[src/rtl/pll_mon_pkg.sv]
// Shared types and defaults for the PLL lock monitor.
// The only state encoding and default constants used by pll_lock_monitor live here.
package pll_mon_pkg;

    typedef enum logic [2:0] {
        IDLE   = 3'd0,
        HOLD   = 3'd1,
        TRAIN  = 3'd2,
        LOCKED = 3'd3,
        FAULT  = 3'd4
    } pllState_t;

    localparam int DEF_SYNC_STAGES    = 2;
    localparam int DEF_MIN_RST_CYCLES = 3;
    localparam int DEF_LOCK_CYCLES    = 16;
    localparam int DEF_CNT_W          = 8;

    // Bits needed to hold values 0..maxVal (at least one bit).
    function automatic int cntBits(input int maxVal);
        return (maxVal < 2) ? 1 : $clog2(maxVal + 1);
    endfunction

endpackage

[src/rtl/pll_lock_monitor_if.sv]
// Signal bundle between the clock/reset generator side and the lock monitor.
// master = generator/consumer side, slave = pll_lock_monitor.
interface pll_lock_monitor_if #(
    parameter int CNT_W = 8
) ();
    logic             pixClkIn;
    logic             rstIn;
    logic             pixEn;
    logic             locked;
    logic             rstPix;
    logic             fault;
    logic [CNT_W-1:0] glitchCount;

    modport master (
        output pixClkIn, rstIn,
        input  pixEn, locked, rstPix, fault, glitchCount
    );

    modport slave (
        input  pixClkIn, rstIn,
        output pixEn, locked, rstPix, fault, glitchCount
    );
endinterface

[src/rtl/pll_lock_monitor_sync_ff.sv]
// Plain flop-chain synchronizer; STAGES must be at least 2.
module sync_ff #(
    parameter int STAGES = 2
) (
    input  logic clkRef,
    input  logic reset,
    input  logic d,
    output logic q
);
    logic [STAGES-1:0] chain;

    // Shift the asynchronous input through the chain.
    always_ff @(posedge clkRef) begin
        if (reset) chain <= '0;
        else       chain <= {chain[STAGES-2:0], d};
    end

    assign q = chain[STAGES-1];
endmodule

[src/rtl/pll_lock_monitor.sv]
// PLL / divided-clock lock monitor, clkRef domain.
// Optional build macro: STICKY_FAULT_EN (FAULT is terminal until reset).
//
//   state  | meaning
//   -------+-----------------------------------------------------------
//   IDLE   | waiting for a reset pulse from the generator
//   HOLD   | reset pulse active, measuring its length
//   TRAIN  | counting consecutive good pixClk toggles
//   LOCKED | pattern qualified, downstream released
//   FAULT  | toggle violation seen while locked
module pll_lock_monitor
    import pll_mon_pkg::*;
#(
    parameter int SYNC_STAGES    = DEF_SYNC_STAGES,
    parameter int MIN_RST_CYCLES = DEF_MIN_RST_CYCLES,
    parameter int LOCK_CYCLES    = DEF_LOCK_CYCLES,
    parameter int CNT_W          = DEF_CNT_W
) (
    input  logic               clkRef,
    input  logic               reset,
    pll_lock_monitor_if.slave  mon
);
    localparam int RST_W  = cntBits(MIN_RST_CYCLES);
    localparam int GOOD_W = cntBits(LOCK_CYCLES - 1);
    localparam logic [RST_W-1:0]  RST_MIN   = RST_W'(MIN_RST_CYCLES);
    localparam logic [RST_W-1:0]  RST_ONE   = RST_W'(1);
    localparam logic [GOOD_W-1:0] GOOD_LAST = GOOD_W'(LOCK_CYCLES - 1);

    logic ps, rs, psPrev, viol;
    pllState_t state, stateNext;
    logic [RST_W-1:0]  rstCnt, rstCntNext;
    logic [GOOD_W-1:0] goodCnt, goodCntNext, goodInc;
    logic [CNT_W-1:0]  glitchCount;
    logic glitchInc;
    logic lockedD, rstPixD, faultD, pixEnD;
    logic lockedQ, rstPixQ, faultQ, pixEnQ;

    sync_ff #(.STAGES(SYNC_STAGES)) uSyncPix (
        .clkRef (clkRef),
        .reset  (reset),
        .d      (mon.pixClkIn),
        .q      (ps)
    );

    sync_ff #(.STAGES(SYNC_STAGES)) uSyncRst (
        .clkRef (clkRef),
        .reset  (reset),
        .d      (mon.rstIn),
        .q      (rs)
    );

    assign viol    = (ps == psPrev);
    assign goodInc = goodCnt + 1'b1;

    // State, counter and previous-sample registers.
    always_ff @(posedge clkRef) begin
        if (reset) begin
            state   <= IDLE;
            rstCnt  <= '0;
            goodCnt <= '0;
            psPrev  <= 1'b0;
        end else begin
            state   <= stateNext;
            rstCnt  <= rstCntNext;
            goodCnt <= goodCntNext;
            psPrev  <= ps;
        end
    end

    // Next-state and counter update; rs outranks viol in TRAIN and LOCKED.
    always_comb begin
        stateNext   = state;
        rstCntNext  = rstCnt;
        goodCntNext = goodCnt;
        glitchInc   = 1'b0;
        case (state)
            IDLE: begin
                if (rs) begin
                    stateNext  = HOLD;
                    rstCntNext = RST_ONE;
                end
            end
            HOLD: begin
                if (rs) begin
                    // Saturate at the minimum; only the threshold matters.
                    if (rstCnt < RST_MIN) rstCntNext = rstCnt + 1'b1;
                end else if (rstCnt >= RST_MIN) begin
                    stateNext   = TRAIN;
                    goodCntNext = '0;
                end else begin
                    stateNext = IDLE;
                    glitchInc = 1'b1;
                end
            end
            TRAIN: begin
                if (rs) begin
                    stateNext  = HOLD;
                    rstCntNext = RST_ONE;
                end else if (viol) begin
                    goodCntNext = '0;
                    glitchInc   = 1'b1;
                end else begin
                    goodCntNext = goodInc;
                    if (goodInc == GOOD_LAST) stateNext = LOCKED;
                end
            end
            LOCKED: begin
                if (rs) begin
                    stateNext  = HOLD;
                    rstCntNext = RST_ONE;
                end else if (viol) begin
                    stateNext = FAULT;
                    glitchInc = 1'b1;
                end
            end
            FAULT: begin
`ifdef STICKY_FAULT_EN
                stateNext = FAULT;
`else
                if (rs) begin
                    stateNext  = HOLD;
                    rstCntNext = RST_ONE;
                end
`endif
            end
            default: stateNext = IDLE;
        endcase
    end

    // Output decode from the next state so flags change on the transition edge.
    always_comb begin
        lockedD = (stateNext == LOCKED);
        rstPixD = (stateNext != LOCKED);
        faultD  = (stateNext == FAULT);
        pixEnD  = (state == LOCKED) && (stateNext == LOCKED) && ps && !psPrev;
    end

    // Registered outputs.
    always_ff @(posedge clkRef) begin
        if (reset) begin
            lockedQ <= 1'b0;
            rstPixQ <= 1'b1;
            faultQ  <= 1'b0;
            pixEnQ  <= 1'b0;
        end else begin
            lockedQ <= lockedD;
            rstPixQ <= rstPixD;
            faultQ  <= faultD;
            pixEnQ  <= pixEnD;
        end
    end

    // Saturating violation counter.
    always_ff @(posedge clkRef) begin
        if (reset)                                glitchCount <= '0;
        else if (glitchInc && (glitchCount != '1)) glitchCount <= glitchCount + 1'b1;
    end

    assign mon.pixEn       = pixEnQ;
    assign mon.locked      = lockedQ;
    assign mon.rstPix      = rstPixQ;
    assign mon.fault       = faultQ;
    assign mon.glitchCount = glitchCount;
endmodule

[src/flat_wrapper.sv]
// flat-port wrapper written by rule: the top's interface ports become plain ports
module pll_lock_monitor_flat import pll_mon_pkg::*;
#(
    parameter int SYNC_STAGES    = DEF_SYNC_STAGES,
    parameter int MIN_RST_CYCLES = DEF_MIN_RST_CYCLES,
    parameter int LOCK_CYCLES    = DEF_LOCK_CYCLES,
    parameter int CNT_W          = DEF_CNT_W
)
  (clkRef, reset, mon_pixClkIn, mon_rstIn, mon_pixEn, mon_locked, mon_rstPix, mon_fault, mon_glitchCount);
  pll_lock_monitor_if #(.CNT_W(CNT_W)) mon_i ();
  input  logic clkRef;
  input  logic reset;
  input wire logic [$bits(mon_i.pixClkIn)-1:0] mon_pixClkIn;
  input wire logic [$bits(mon_i.rstIn)-1:0] mon_rstIn;
  output wire logic [$bits(mon_i.pixEn)-1:0] mon_pixEn;
  output wire logic [$bits(mon_i.locked)-1:0] mon_locked;
  output wire logic [$bits(mon_i.rstPix)-1:0] mon_rstPix;
  output wire logic [$bits(mon_i.fault)-1:0] mon_fault;
  output wire logic [$bits(mon_i.glitchCount)-1:0] mon_glitchCount;
  assign mon_i.pixClkIn = mon_pixClkIn;
  assign mon_i.rstIn = mon_rstIn;
  assign mon_pixEn = mon_i.pixEn;
  assign mon_locked = mon_i.locked;
  assign mon_rstPix = mon_i.rstPix;
  assign mon_fault = mon_i.fault;
  assign mon_glitchCount = mon_i.glitchCount;
  pll_lock_monitor #(.SYNC_STAGES(SYNC_STAGES), .MIN_RST_CYCLES(MIN_RST_CYCLES), .LOCK_CYCLES(LOCK_CYCLES), .CNT_W(CNT_W)) u_core (.clkRef(clkRef), .reset(reset), .mon(mon_i));
endmodule
[config.mk]
export PLATFORM = sky130hd
export DESIGN_NAME = pll_lock_monitor_flat
export DESIGN_NICKNAME = d
export VERILOG_FILES = /design/src/rtl/pll_mon_pkg.sv /design/src/rtl/pll_lock_monitor_if.sv /design/src/rtl/pll_lock_monitor_sync_ff.sv /design/src/rtl/pll_lock_monitor.sv /design/src/flat_wrapper.sv
export SDC_FILE = /design/constraint.sdc
export NUM_CORES = 1
export LEC_CHECK = 0
export CORE_MARGIN = 2
export CORE_UTILIZATION = 35
export CTS_BUF_LIST = sky130_fd_sc_hd__clkbuf_4
export CTS_CLUSTER_DIAMETER = 120
export DETAILED_ROUTE_END_ITERATION = 12
export DONT_BUFFER_PORTS = 1
export PLACE_DENSITY = 0.59
export SETUP_SLACK_MARGIN = 0.5
export SLEW_MARGIN = 10
export SYNTH_ARGS = -nofsm -noshare
export SYNTH_HDL_FRONTEND = slang
export SYNTH_SLANG_ARGS = --single-unit
[constraint.sdc]
create_clock -name clkRef -period 4.3 [get_ports clkRef]
set_input_delay 0.86 -clock clkRef [delete_from_list [all_inputs] [get_ports clkRef]]
set_output_delay 0.86 -clock clkRef [all_outputs]
set_load 0.01 [all_outputs]
==> flow_summary.toml <==
[outcome]
status = "finished clean"

[timing]
tightest_slew_ns = 1.07
period_needed_ns = 2.00
setup-tns-final_ns = 0
setup_viol = 0
finClkSkew_ns = 0.00382
fmax_ghz = 0.499
hold_violations = 0
rsz0062_at_grt = "no"
finalCritPeriodShare = 0.466
drv_slew = 0
slew_headroom = 0.283

[logic_synthesis]
synth_enable_flop_cells = 0
synth_flop_cell = "dfxtp_1"
seq_area_frac_synth = 0.430
ys_types = 37
ys_warn_count = 0
synthArstFlopShare = 0
muxShareOfSynthArea = 0
synth_fa_ha_area_frac = 0.0414
synth-seq-cells = 26
synth_top_family_by_area = "simple AND/OR/NAND/NOR gates"
yosys.area_share.simple = 0.273
synth_area_um2 = 1210
synth_xor_area_frac = 0.0290
syn_nets = 138
synth_area_per_cell_um2 = 9.31
synth_cells = 130
synth_compound_area_frac = 0.188

[power_and_ir_drop]
sequentialPowerShare = 0.683
power.switching_w = 0.0000807
ir_drop_mv = 0.0890
internal-power_w = 0.000282
p_leak_nw = 0.450
switching_share = 0.223
pwr-share-clk = 0.292
power_density_nw_per_um2 = 287
power_frac_comb = 0.025

[worst_hold_path]
min_from = "u_core.uSyncRst.chain[0]$_SDFF_PP0_"
hold_class = "reg -> reg"

[cells_and_area]
final_cell_mix = "dfxtp_1, a21oi_1, nand2_1"
fin_util = 0.378
area_growth_pct = 4.34
diodes = 0
final_cell_area_um2 = 1260
nets = 137
drive_gt1_frac = 0.0703
final_common_cell = "dfxtp_1"

[die]
io_pins = 16
die_area_um2 = 3940
die_w_um = 62.8
row_count = 21
core_area_um2 = 3340
floorplan.initialDensity = 0.363
dieHeight_um = 62.8

[drt]
vias = 937
ant_nets = 0
drt_iter0_drc = 45
vias_per_cell = 5.39
post_drt_wl_per_cell_um = 13.1
firstDrtPassIters = 4
drc = 0
routed_wl_um = 2280

[clock_network]
cts_tree = "yes"
path_clk_slew_ns = 0.14
post_cts_resized = 0
insertion_delay_ns = 0.32
htreeDepth = 1
hold_buffers = 0
cts.sinks = 26
clock_tree.buffer_depth = 2
cts-buffers-inserted = 3
root_buffer = "clkbuf_4"
postCtsSetupRepairBufs = 0

[worst_setup_path]
critical_path_class = "reg -> reg"
cp_data_required_time_ns = 4.56
critPathLaunch = "u_core.state[1]$_SDFF_PP0_"
crit_path_start_kind = "flip-flop"
crit_path_end_kind = "flip-flop"
r2r-start = "u_core.state[1]$_SDFF_PP0_"
cp_max_fo = 16
critPathArrivalTime_ns = 2.27

[grt]
grt_util_all_layers = 0.125
overflow = 0
grt_max_degree = 24
antenna_found_initial = 0
grt_pass1_wl_um = 4010
grt_pass1_vias = 884

[placed_design]
gp_congestion = 0.727
dpl.hpwl_um = 1580
port_buffers = 0
placed_area_um2 = 1240

[flow_run]
cap_violations = 0
[power by group through the flow]
stage | Combinational (W) | Sequential, W | Clock, W
finish | 0.00000911 | 0.000248 | 0.000106
global route | 0.0000107 | 0.000248 | 0.000121
CTS | 0.00000923 | 0.000248 | 0.000113
detailed placement | 0.00000907 | 0.000253 | 0
global placement | 0.00000882 | 0.000253 | 0
floorplan | 0.0000107 | 0.000251 | 0
[Yosys cell counts (2+ instances only)]
master | instances | area (um2)
dfxtp_1 | 26 | 521
a21oi_1 | 14 | 70.1
nand2_1 | 8 | 30.0
nor2b_1 | 7 | 43.8
or4_1 | 7 | 52.6
o21ai_0 | 6 | 30.0
o31ai_1 | 6 | 45.0
clkbuf_1 | 4 | 15.0
ha_1 | 4 | 50.1
inv_1 | 4 | 15.0
nor3_1 | 4 | 20.0
or3_1 | 4 | 25.0
nand3_1 | 3 | 15.0
xor2_1 | 3 | 26.3
a22oi_1 | 2 | 15.0
and2_1 | 2 | 12.5
and4_1 | 2 | 17.5
nand2b_1 | 2 | 12.5
nand4_1 | 2 | 12.5
nor2_1 | 2 | 7.51
o21ai_1 | 2 | 10.0
[through the flow]
stage          hold WS, ns  setup slack, ns  total power, W  cells
5_1_grt              0.469             2.05        0.000380    174
3_3_place_gp         0.425             2.52        0.000262    170
6_report             0.453             2.30        0.000362    174
4_1_cts              0.456             2.33        0.000370    174
3_5_place_dp         0.430             2.37        0.000262    170
2_1_floorplan        0.414             2.66        0.000262    130
[final cells by class]
cell class | count | area, um2
sequential | 26 | 520
clock buffer | 3 | 22.5
tap | 46 | 57.6
clock inverter | 1 | 3.75
fill | 355 | 2070
inverter | 4 | 15.0
multi-input combinational | 94 | 643
[final timing paths]
| path | depth (start not counted) | slack [ns] | to |
|---|---|---|---|
| max | 4 | 2.30 | u_core.mon.glitchCount[3]$_SDFFE_PP0P_ |
| min | 1 | 0.45 | u_core.uSyncRst.chain[1]$_SDFF_PP0_ |
| max reg2reg | 4 | 2.30 | u_core.mon.glitchCount[3]$_SDFFE_PP0P_ |
| min reg2reg | 1 | 0.45 | u_core.uSyncRst.chain[1]$_SDFF_PP0_ |
[metal layers]
layer	up-vias	global-route usage	routed length (um)
li1	475	-	-
met4	0	0.0667	27
met5	-	0	0
met3	2	0.0198	96
met2	26	0.206	1100
met1	434	0.157	1050
[worst max-delay path, stage by stage, from the launching register on]
cell and delay, ns:
dfxtp_1 0.54, nand2b_1 0.18, a2bb2oi_1 0.85, o21ai_0 0.22, a21oi_1 0.16
[sequential cells by signal, summed over array words and instances (netlist names), 2 cells and up]
register / count
u_core.state: 3
u_core.mon.glitchCount: 8
u_core.rstCnt: 2
u_core.uSyncPix.chain: 2
u_core.uSyncRst.chain: 2
u_core.goodCnt: 4
[kinds of logic after synthesis]
kind of cell | count (synthesis)
flops | 26
simple gates | 50
buf+inv | 10
fa+ha+maj | 4
xor+xnor | 4
compound gates | 36
Note: power is estimated with default switching activity, not from simulation.
